**config.mk**
```make
export PLATFORM = sky130hd
export DESIGN_NAME = sc_reg_writeback
export DESIGN_NICKNAME = d
export VERILOG_FILES = /design/src/rtl/sc_reg_writeback_pkg.sv /design/src/rtl/sc_reg_writeback_fifo.sv /design/src/rtl/sc_reg_writeback.sv
export SDC_FILE = /design/constraint.sdc
export NUM_CORES = 1
export LEC_CHECK = 0
export BUFFER_PORTS_ARGS = -buffer_cell sky130_fd_sc_hd__clkbuf_2
export CAP_MARGIN = 20
export CORE_MARGIN = 5
export CORE_UTILIZATION = 30
export CTS_BUF_LIST = sky130_fd_sc_hd__clkbuf_8
export CTS_CLUSTER_DIAMETER = 30
export DETAILED_ROUTE_END_ITERATION = 7
export PLACE_DENSITY = 0.54
export SETUP_SLACK_MARGIN = 0.05
export SYNTH_ARGS = -nofsm -noshare
export SYNTH_HDL_FRONTEND = slang
export SYNTH_HIERARCHICAL = 1
export SYNTH_SLANG_ARGS = --single-unit
export TNS_END_PERCENT = 100
```
**constraint.sdc**
```tcl
create_clock -name SC_RegGENERAL_CLOCK_50 -period 10.2 [get_ports SC_RegGENERAL_CLOCK_50]
set_input_delay 1.02 -clock SC_RegGENERAL_CLOCK_50 [delete_from_list [all_inputs] [get_ports SC_RegGENERAL_CLOCK_50]]
set_output_delay 1.02 -clock SC_RegGENERAL_CLOCK_50 [all_outputs]
set_load 0.05 [all_outputs]
```
**src/rtl/sc_reg_writeback_pkg.sv**
```systemverilog
// Shared types and constants for the register write-back block.
// FSM encoding, queue depth and strobe-counter width live here so both files agree.
package sc_reg_writeback_pkg;

    typedef enum logic [0:0] {
        ST_IDLE   = 1'b0,
        ST_STROBE = 1'b1
    } wb_state_t;

    localparam int WB_FIFO_DEPTH = 2;
    localparam int WB_FIFO_CNT_W = $clog2(WB_FIFO_DEPTH + 1);
    localparam int WB_WCNT_W     = 16;

    // A single-register file still needs a one-bit index port.
    function automatic int wb_addr_width(input int numreg);
        return (numreg > 1) ? $clog2(numreg) : 1;
    endfunction

endpackage

```
**src/rtl/sc_reg_writeback_fifo.sv**
```systemverilog
// Two-entry {addr,data} queue exposing head and second entry; pop of head one edge after it is read.
// Push is ignored when full and pop when empty; flush clears occupancy synchronously.
module sc_reg_writeback_fifo
    import sc_reg_writeback_pkg::*;
#(
    parameter int PAYLOAD_W = 35
) (
    input  logic                     SC_RegGENERAL_CLOCK_50,
    input  logic                     SC_RegGENERAL_RESET_InHigh,
    input  logic                     i_push,
    input  logic [PAYLOAD_W-1:0]     i_push_dat,
    input  logic                     i_pop,
    input  logic                     i_flush,
    output logic [PAYLOAD_W-1:0]     o_head_dat,
    output logic [PAYLOAD_W-1:0]     o_next_dat,
    output logic [WB_FIFO_CNT_W-1:0] o_count
);

    localparam logic [WB_FIFO_CNT_W-1:0] FULL_CNT = WB_FIFO_CNT_W'(WB_FIFO_DEPTH);
    localparam logic [WB_FIFO_CNT_W-1:0] ONE_CNT  = WB_FIFO_CNT_W'(1);

    logic [PAYLOAD_W-1:0]     r_mem [WB_FIFO_DEPTH];
    logic                     r_rd_ptr;
    logic                     r_wr_ptr;
    logic [WB_FIFO_CNT_W-1:0] r_count;

    logic w_push_ok;
    logic w_pop_ok;

    assign w_push_ok = i_push && (r_count != FULL_CNT) && !i_flush;
    assign w_pop_ok  = i_pop && (r_count != '0) && !i_flush;

    always_ff @(posedge SC_RegGENERAL_CLOCK_50 or posedge SC_RegGENERAL_RESET_InHigh) begin
        if (SC_RegGENERAL_RESET_InHigh) begin
            r_rd_ptr <= 1'b0;
            r_wr_ptr <= 1'b0;
            r_count  <= '0;
        end else if (i_flush) begin
            r_rd_ptr <= 1'b0;
            r_wr_ptr <= 1'b0;
            r_count  <= '0;
        end else begin
            if (w_push_ok) begin
                r_wr_ptr <= ~r_wr_ptr;
            end
            if (w_pop_ok) begin
                r_rd_ptr <= ~r_rd_ptr;
            end
            case ({w_push_ok, w_pop_ok})
                2'b10:   r_count <= r_count + ONE_CNT;
                2'b01:   r_count <= r_count - ONE_CNT;
                default: r_count <= r_count;
            endcase
        end
    end

    // Storage carries no reset; occupancy alone decides which slots are meaningful.
    always_ff @(posedge SC_RegGENERAL_CLOCK_50) begin
        if (w_push_ok) begin
            r_mem[r_wr_ptr] <= i_push_dat;
        end
    end

    assign o_head_dat = r_mem[r_rd_ptr];
    assign o_next_dat = r_mem[~r_rd_ptr];
    assign o_count    = r_count;

endmodule

```
**src/rtl/sc_reg_writeback.sv**
```systemverilog
// Queues register writes and drives one active-low strobe per cycle plus a shared data bus; option SC_REG_WRITEBACK_R0_ZERO_EN makes register 0 read-only zero.
// Latency: accepted at edge N, strobe low during cycle N+1; WB_Req_Ready drops when the 2-entry queue is full.
module sc_reg_writeback
    import sc_reg_writeback_pkg::*;
#(
    parameter  int DATAWIDTH_BUS = 32,
    parameter  int NUMREG        = 8,
    localparam int ADDRWIDTH     = wb_addr_width(NUMREG)
) (
    input  logic                     SC_RegGENERAL_CLOCK_50,
    input  logic                     SC_RegGENERAL_RESET_InHigh,
    input  logic                     WB_Req_Valid,
    input  logic [ADDRWIDTH-1:0]     WB_Req_Addr,
    input  logic [DATAWIDTH_BUS-1:0] WB_Req_Data,
    output logic                     WB_Req_Ready,
    input  logic                     WB_Flush,
    output logic [NUMREG-1:0]        WB_Write_OutLow,
    output logic [DATAWIDTH_BUS-1:0] WB_DataBUS_Out,
    output logic                     WB_Busy,
    output logic [WB_WCNT_W-1:0]     WB_WriteCount
);

    localparam int PAYLOAD_W = ADDRWIDTH + DATAWIDTH_BUS;
    localparam logic [WB_FIFO_CNT_W-1:0] FULL_CNT = WB_FIFO_CNT_W'(WB_FIFO_DEPTH);

    wb_state_t r_state;
    wb_state_t w_state_nxt;

    logic [WB_FIFO_CNT_W-1:0] w_fifo_count;
    logic [PAYLOAD_W-1:0]     w_head_dat;
    logic [PAYLOAD_W-1:0]     w_next_dat;
    logic [PAYLOAD_W-1:0]     w_sel_dat;
    logic [ADDRWIDTH-1:0]     w_sel_addr;
    logic [DATAWIDTH_BUS-1:0] w_sel_data;
    logic                     w_fifo_full;
    logic                     w_push;
    logic                     w_pop;
    logic                     w_addr_ok;
    logic                     w_issue;
    logic [NUMREG-1:0]        w_strobe_nxt;

    logic [NUMREG-1:0]        r_strobe_n;
    logic [DATAWIDTH_BUS-1:0] r_bus;
    logic [WB_WCNT_W-1:0]     r_wcnt;

    assign w_fifo_full = (w_fifo_count == FULL_CNT);
    assign w_push      = WB_Req_Valid && !w_fifo_full && !WB_Flush;
    // The strobed entry stays at the head until the end of its strobe cycle.
    assign w_pop       = (r_state == ST_STROBE) && !WB_Flush;

    sc_reg_writeback_fifo #(
        .PAYLOAD_W (PAYLOAD_W)
    ) u_fifo (
        .SC_RegGENERAL_CLOCK_50     (SC_RegGENERAL_CLOCK_50),
        .SC_RegGENERAL_RESET_InHigh (SC_RegGENERAL_RESET_InHigh),
        .i_push                     (w_push),
        .i_push_dat                 ({WB_Req_Addr, WB_Req_Data}),
        .i_pop                      (w_pop),
        .i_flush                    (WB_Flush),
        .o_head_dat                 (w_head_dat),
        .o_next_dat                 (w_next_dat),
        .o_count                    (w_fifo_count)
    );

    always_ff @(posedge SC_RegGENERAL_CLOCK_50 or posedge SC_RegGENERAL_RESET_InHigh) begin
        if (SC_RegGENERAL_RESET_InHigh) begin
            r_state <= ST_IDLE;
        end else begin
            r_state <= w_state_nxt;
        end
    end

    always_comb begin
        w_state_nxt = r_state;
        if (WB_Flush) begin
            w_state_nxt = ST_IDLE;
        end else begin
            case (r_state)
                ST_IDLE:   if (w_fifo_count != '0) w_state_nxt = ST_STROBE;
                ST_STROBE: w_state_nxt = (w_fifo_full || w_push) ? ST_STROBE : ST_IDLE;
                default:   w_state_nxt = ST_IDLE;
            endcase
        end
    end

    // Entry that will be strobed next cycle: head when starting, otherwise whatever follows the popped head.
    always_comb begin
        w_sel_dat = w_head_dat;
        if (r_state == ST_STROBE) begin
            w_sel_dat = w_fifo_full ? w_next_dat : {WB_Req_Addr, WB_Req_Data};
        end
    end

    assign w_sel_addr = w_sel_dat[PAYLOAD_W-1 -: ADDRWIDTH];
    assign w_sel_data = w_sel_dat[DATAWIDTH_BUS-1:0];

`ifdef SC_REG_WRITEBACK_R0_ZERO_EN
    assign w_addr_ok = (32'(w_sel_addr) < NUMREG) && (w_sel_addr != '0);
`else
    assign w_addr_ok = (32'(w_sel_addr) < NUMREG);
`endif

    always_comb begin
        w_issue      = (w_state_nxt == ST_STROBE) && w_addr_ok;
        w_strobe_nxt = '1;
        for (int i = 0; i < NUMREG; i++) begin
            if (w_issue && (32'(w_sel_addr) == i)) begin
                w_strobe_nxt[i] = 1'b0;
            end
        end
    end

    // Strobes are registered so the register file sees glitch-free write-low pulses.
    always_ff @(posedge SC_RegGENERAL_CLOCK_50 or posedge SC_RegGENERAL_RESET_InHigh) begin
        if (SC_RegGENERAL_RESET_InHigh) begin
            r_strobe_n <= '1;
            r_bus      <= '0;
            r_wcnt     <= '0;
        end else begin
            r_strobe_n <= w_strobe_nxt;
            if (w_issue) begin
                r_bus  <= w_sel_data;
                r_wcnt <= r_wcnt + WB_WCNT_W'(1);
            end
        end
    end

    assign WB_Req_Ready    = !w_fifo_full;
    assign WB_Write_OutLow = r_strobe_n;
    assign WB_DataBUS_Out  = r_bus;
    assign WB_WriteCount   = r_wcnt;
    assign WB_Busy         = (r_state == ST_STROBE) || (w_fifo_count != '0);

endmodule

```
==> flow_summary.toml, run 1 <==
[logic_synthesis]
synth-compound-area-share_pct = 5.98
synth_top_area_share_pct = 34.2
synth_nets = 561
synth.area.mux_share_pct = 13.6
ys_dominant_reg_cell = "edfxtp_1"
combinational_family_with_the_most_area_after_synthesis = "simple AND/OR/NAND/NOR gates"
synth-adder-area-share_pct = 0.203
synth_xor_area_share_pct = 2.28
synth_enable_flop_cells = 70
synth.most_common_cell = "nand2_1"
synth_seq_area_share_pct = 59.1
synth.avg_cell_area_um2 = 11.8
ys_warn_count = 6
post_synthesis_cell_area_um2 = 6150
yosys-top-cells-area = "edfxtp_1, dfrtp_1, mux2_2"
synth_seq_cells = 131
post_synth_and_or_nand_nor_area_fraction_pct = 15.5
synth_async_sr_flop_share_pct = 46.6
synth_top_area_cell = "edfxtp_1"
synthDistinctLibCells = 39
leading_cell_types_by_count_after_synthesis = "nand2_1, edfxtp_1, mux2_2"
postSynthCellCount = 521

[detailed_routing]
drt_wl_total_mm = 14.6
detailedRoute.firstPassIterationCount = 4
drc_errors = 0
post_drt_wl_per_cell_um = 16.3
dr_total_vias = 4183
drtIter0Drc = 199
drt.antenna.violating_nets = 0
avgViaCountPerCell = 4.67

[layout]
final_design_area_excluding_fillers_um2 = 7350
finalNetCount = 651
sequential_cell_area_in_the_final_layout_um2 = 3640
area_delta_synth_final_pct = 19.5
multi_input_comb_area_um2 = 2330
post_route_cells_drive_above_1_share_pct = 36.1
final.fill_count = 1987

[worst_setup_path]
critical_path_arrival_ns = 2.63
timing.critical_path.slowest_stage_cell = "nor2b_4"
startpoint = "u_fifo/o_count[1]$_DFFE_PP0P_"
worstPathRequired_ns = 9.18
critPathKind = "reg2out"
path_max_fanout = 37
crit_path_cell_trace = "nor2b_4, inv_4, clkbuf_2"
timing.critical_path.from_type = "flip-flop"
crit_path_max_cell_delay_ns = 0.89
r2r_start = "u_fifo/o_count[1]$_DFFE_PP0P_"
worstSetupEndpointType = "output port"

[timing]
finalMaxSlewViolations = 0
setup_tns_ns = 0
postLayoutSetupSlackWorst_ns = 6.55
max_slew.worst_pin.slew_ns = 1.04
slew_headroom_pct = 30.6
period_needed_ns = 3.65
grt_setup_unrepaired = "false"
finalSetupViolations = 0
clock-skew-final_ns = 0.0104
timing.final.crit_share_pct = 35.7
max_freq_mhz = 274
hold_violations = 0
hold-worst-slack_ns = 0.447

[clock_network]
clk_latency_ns = 0.44
cts-root-buf = "clkbuf_8"
ctsResizeCount = 0
ctsLongestPathBuffers = 2
tritoncts = "done"
post_cts.repair.setup_buffers = 0
tritoncts_num_sinks = 131
hold_buffers = 0
htree_num_levels = 4
clkSlewWorstSetupHoldPaths_ns = 0.08
cts_made_buffers = 17

[placed_design]
portBuffers = 96
worst_setup_slack_after_placement_ns = 6.41
globalplace.congestion = 0.776
place_area_um2 = 6870
detailedPlacementHpwl_mm = 9.31

[global_routing]
grt_first_pass_wirelength_mm = 23.9
vias_in_the_first_global_route = 4418
grt_antenna_before_repair = 2
pin_count_of_the_biggest_net_entering_global_routing = 76
gr-total-overflow = 0
grt_util_all_layers_pct = 12.8

[power]
worst_ir_drop_on_vdd_uv = 170
power.leakage_nw = 3.10
power.density_cell_area_nw_per_um2 = 223

[floorplan]
floorplan.die.width_um = 153
initial_core_util_pct = 30.4
area_of_the_core_um2 = 20200
design.die.area_um2 = 23500
die_h_um = 153
std_cell_rows = 52
ioPinCount = 97

[min_path]
worstHoldPathType = "in2async"

[outcome]
status = "finished clean"

[run]
cap_viol_max_count = 0
[report_power, final]
group          switching (mW)  internal (mW)  leakage, nW
Combinational           0.334         0.0994         1.47
Sequential             0.0552          0.628         1.39
Clock                   0.207          0.314        0.232
[final timing paths]
kind	cells past startpoint	slack, ns	endpoint
setup / recovery	3	6.55	WB_Req_Ready
min in group SC_RegGENERAL_CLOCK_50	1	0.48	WB_WriteCount[15]$_DFFE_PP0P_
hold reg to reg	1	0.48	WB_WriteCount[15]$_DFFE_PP0P_
setup reg to reg	7	6.83	WB_Write_OutLow[1]$_DFF_PP1_
max in group asynchronous	3	8.86	r_state$_DFF_PP0_
hold / removal	2	0.45	u_fifo/r_wr_ptr$_DFFE_PP0P_
[per-layer routing]
metal / up-vias / part of all wire [%] / global-route usage [%]
met5: - / 0.14 / 0
met4: 4 / 1.9 / 4.79
met3: 23 / 5.6 / 4.24
met2: 93 / 47 / 20.0
met1: 2032 / 46 / 16.7
li1: 2031 / - / -
[worst max-delay path, delay by kind of cell (launching register included)]
family,cells,cell delay [ns]
and+or+nand+nor,1,0.89
DFF,1,0.47
buffers and inverters,2,0.79
[placed cells by master (no fill, tap or decap), drive strengths merged, types with 4 or more instances in the layout]
cell type,synthesis,routed
buf,19,7
clkinv,0,5
xnor2,13,13
dfrtp,53,53
nor2,39,39
nand3,14,14
mux2i,5,5
clkbuf,13,113
bufinv,0,6
a21o,4,4
edfxtp,70,70
nand2,103,103
and3,35,35
a21oi,6,6
inv,7,8
nand4,6,6
dfstp,8,8
mux2,70,70
o31ai,32,32
[final cells by class]
class                      count  area share (%)
tap                          270            4.59
timing repair buffer         103            7.30
sequential                   131            49.6
clock buffer                  17            3.18
multi-input combinational    351            31.7
antenna                        2          0.0681
clock inverter                15            3.22
inverter                       7           0.391
[state kept, by name (all words and copies together), names as in the netlist]
signal	flops
u_fifo/r_rd_ptr	1
WB_DataBUS_Out	32
WB_WriteCount	16
u_fifo/o_count	2
r_state	1
u_fifo/r_mem	70
u_fifo/r_wr_ptr	1
WB_Write_OutLow	8
[cell families after synthesis]
kind of cell	count (synthesis)
and+or+nand+nor	211
DFF	131
AOI/OAI and AO/OA	48
buffers and inverters	39
muxes	75
adders and majority gates	1
xor gates and xnor gates	16
[stage by stage]
step / power, mW / utilization [%] / instances
after floorplan: 1.01 / - / 521
after global placement: 1.13 / 33.9 / 861
after detailed placement: 1.13 / 33.9 / 861
after CTS: 1.66 / 36.3 / 893
after global routing: 1.72 / 36.3 / 894
final: 1.64 / 36.3 / 896
Power figures use the tool's default switching activity.
==> run 2: changes to the inputs <==
==> constraint.sdc (replaced) <==
create_clock -name SC_RegGENERAL_CLOCK_50 -period 3.47 [get_ports SC_RegGENERAL_CLOCK_50]
set_input_delay 0.347 -clock SC_RegGENERAL_CLOCK_50 [delete_from_list [all_inputs] [get_ports SC_RegGENERAL_CLOCK_50]]
set_output_delay 0.347 -clock SC_RegGENERAL_CLOCK_50 [all_outputs]
set_load 0.05 [all_outputs]
==> flow_summary.toml, run 2 (same netlist as run 1, synthesis figures left out) <==
[power]
power.density_cell_area_nw_per_um2 = 642
worst_ir_drop_on_vdd_uv = 341
power.leakage_nw = 3.10

[global_routing]
grt_util_all_layers_pct = 12.7
grt_antenna_before_repair = 1
vias_in_the_first_global_route = 4498
gr-total-overflow = 0
pin_count_of_the_biggest_net_entering_global_routing = 75
grt_first_pass_wirelength_mm = 23.8

[floorplan]
floorplan.die.width_um = 153
area_of_the_core_um2 = 20200
initial_core_util_pct = 30.4
ioPinCount = 97
std_cell_rows = 52
die_h_um = 153
design.die.area_um2 = 23500

[detailed_routing]
dr_total_vias = 4244
post_drt_wl_per_cell_um = 16.4
detailedRoute.firstPassIterationCount = 4
drt.antenna.violating_nets = 0
drt_wl_total_mm = 14.8
drc_errors = 0
avgViaCountPerCell = 4.73
drtIter0Drc = 181

[timing]
timing.final.crit_share_pct = 75.3
finalMaxSlewViolations = 0
max_slew.worst_pin.slew_ns = 0.881
hold_violations = 0
finalSetupViolations = 0
postLayoutSetupSlackWorst_ns = 0.858
clock-skew-final_ns = 0.0112
slew_headroom_pct = 41.3
max_freq_mhz = 383
setup_tns_ns = 0
period_needed_ns = 2.61
grt_setup_unrepaired = "false"

[layout]
area_delta_synth_final_pct = 19.9
largest_register_ffs = 70
layout.cells.most_common_list = "nand2_1, clkbuf_2, mux2_2, edfxtp_1, dfrtp_1"
post_route_cells_drive_above_1_share_pct = 35.8
utilization_pct = 36.5
layout.cells.most_common = "nand2_1"
final.fill_count = 2042
antenna-diode-count = 0
final_design_area_excluding_fillers_um2 = 7380
finalNetCount = 655
top_register = "u_fifo/r_mem"

[worst_setup_path]
critical_path_arrival_ns = 2.97
timing.critical_path.from_type = "flip-flop"
worstPathRequired_ns = 3.83
critPathKind = "reg2reg"
worstSetupEndpointType = "flip-flop"
path_max_fanout = 44

[min_path]
worstHoldPathType = "in2reg"

[clock_network]
cts_made_buffers = 17
ctsResizeCount = 0
tritoncts = "done"
htree_num_levels = 4
clkSlewWorstSetupHoldPaths_ns = 0.08
cts-root-buf = "clkbuf_8"
clk_latency_ns = 0.44
ctsLongestPathBuffers = 2
tritoncts_num_sinks = 131

[outcome]
status = "finished clean"

[placed_design]
place_area_um2 = 6900
globalplace.congestion = 0.797
detailedPlacementHpwl_mm = 9.63
portBuffers = 96
worst_setup_slack_after_placement_ns = 0.843

[run]
cap_viol_max_count = 0
-- run 2: cell count changes in the layout (fill, tap and decap cells not counted), moves of 2 or more --
cell / previous run / this run
buf_4: 6 / 9
clkinv_1: 0 / 3
clkinv_2: 5 / 1
clkinv_4: 0 / 2
diode_2: 2 / 0
-- run 2: worst max-delay path: stages (launching register included) --
cell     delay [ns]
dfrtp_1        0.45
nor2b_4        0.20
inv_4          0.41
a21o_2         0.80
inv_1          0.31
nand4_1        0.21
xnor2_1        0.13
-- run 2: what timing repair did --
item / in CTS / in global routing
hold buffers: 1 / 0
buffers inserted: 0 / 0
hold endpoints to repair: 4 / 0
-- run 2: where the power goes --
| part | internal (mW) | switching (mW) |
|---|---|---|
| Sequential | 1.85 | 0.170 |
| Clock | 0.847 | 0.594 |
| Combinational | 0.295 | 0.982 |
-- run 2: cell type report --
type | count | area (µm²) | share of cell area, %
clock inverter | 15 | 214 | 2.90
sequential | 131 | 3640 | 49.4
multi-input combinational | 351 | 2340 | 31.7
tap | 270 | 338 | 4.58
timing repair buffer | 107 | 578 | 7.83
clock buffer | 17 | 234 | 3.17
inverter | 7 | 28.8 | 0.390
-- run 2: path summary, 6_finish.rpt --
kind	from	endpoint	slack [ns]	depth (start not counted)
setup / recovery	u_fifo/o_count[1]$_DFFE_PP0P_	WB_WriteCount[5]$_DFFE_PP0P_	0.86	6
hold / removal	WB_Req_Data[22]	u_fifo/r_mem[0][22]$_DFFE_PP_	0.11	1
setup reg to reg	u_fifo/o_count[1]$_DFFE_PP0P_	WB_WriteCount[5]$_DFFE_PP0P_	0.86	6
hold reg to reg	WB_DataBUS_Out[11]$_DFFE_PP0P_	WB_DataBUS_Out[11]$_DFFE_PP0P_	0.48	2
max in group asynchronous	SC_RegGENERAL_RESET_InHigh	WB_DataBUS_Out[10]$_DFFE_PP0P_	2.45	4
min in group asynchronous	SC_RegGENERAL_RESET_InHigh	u_fifo/o_count[1]$_DFFE_PP0P_	0.37	3
-- run 2: metal layers --
layer	share of wire (%)	track usage, %	wire (µm)
met1	44	15.5	6520
met2	49	21.2	7240
met3	5.5	4.92	819
met4	1.1	3.39	161
met5	0.088	0	13
-- run 2: per-stage QoR --
step           hold WS [ns]  instances  power, mW
6_report              0.112        898       4.73
5_1_grt              0.0629        898       4.97
4_1_cts              0.0756        897       4.81
3_5_place_dp          0.256        864       3.35
3_3_place_gp          0.264        864       3.33
2_1_floorplan         0.113        521       2.96
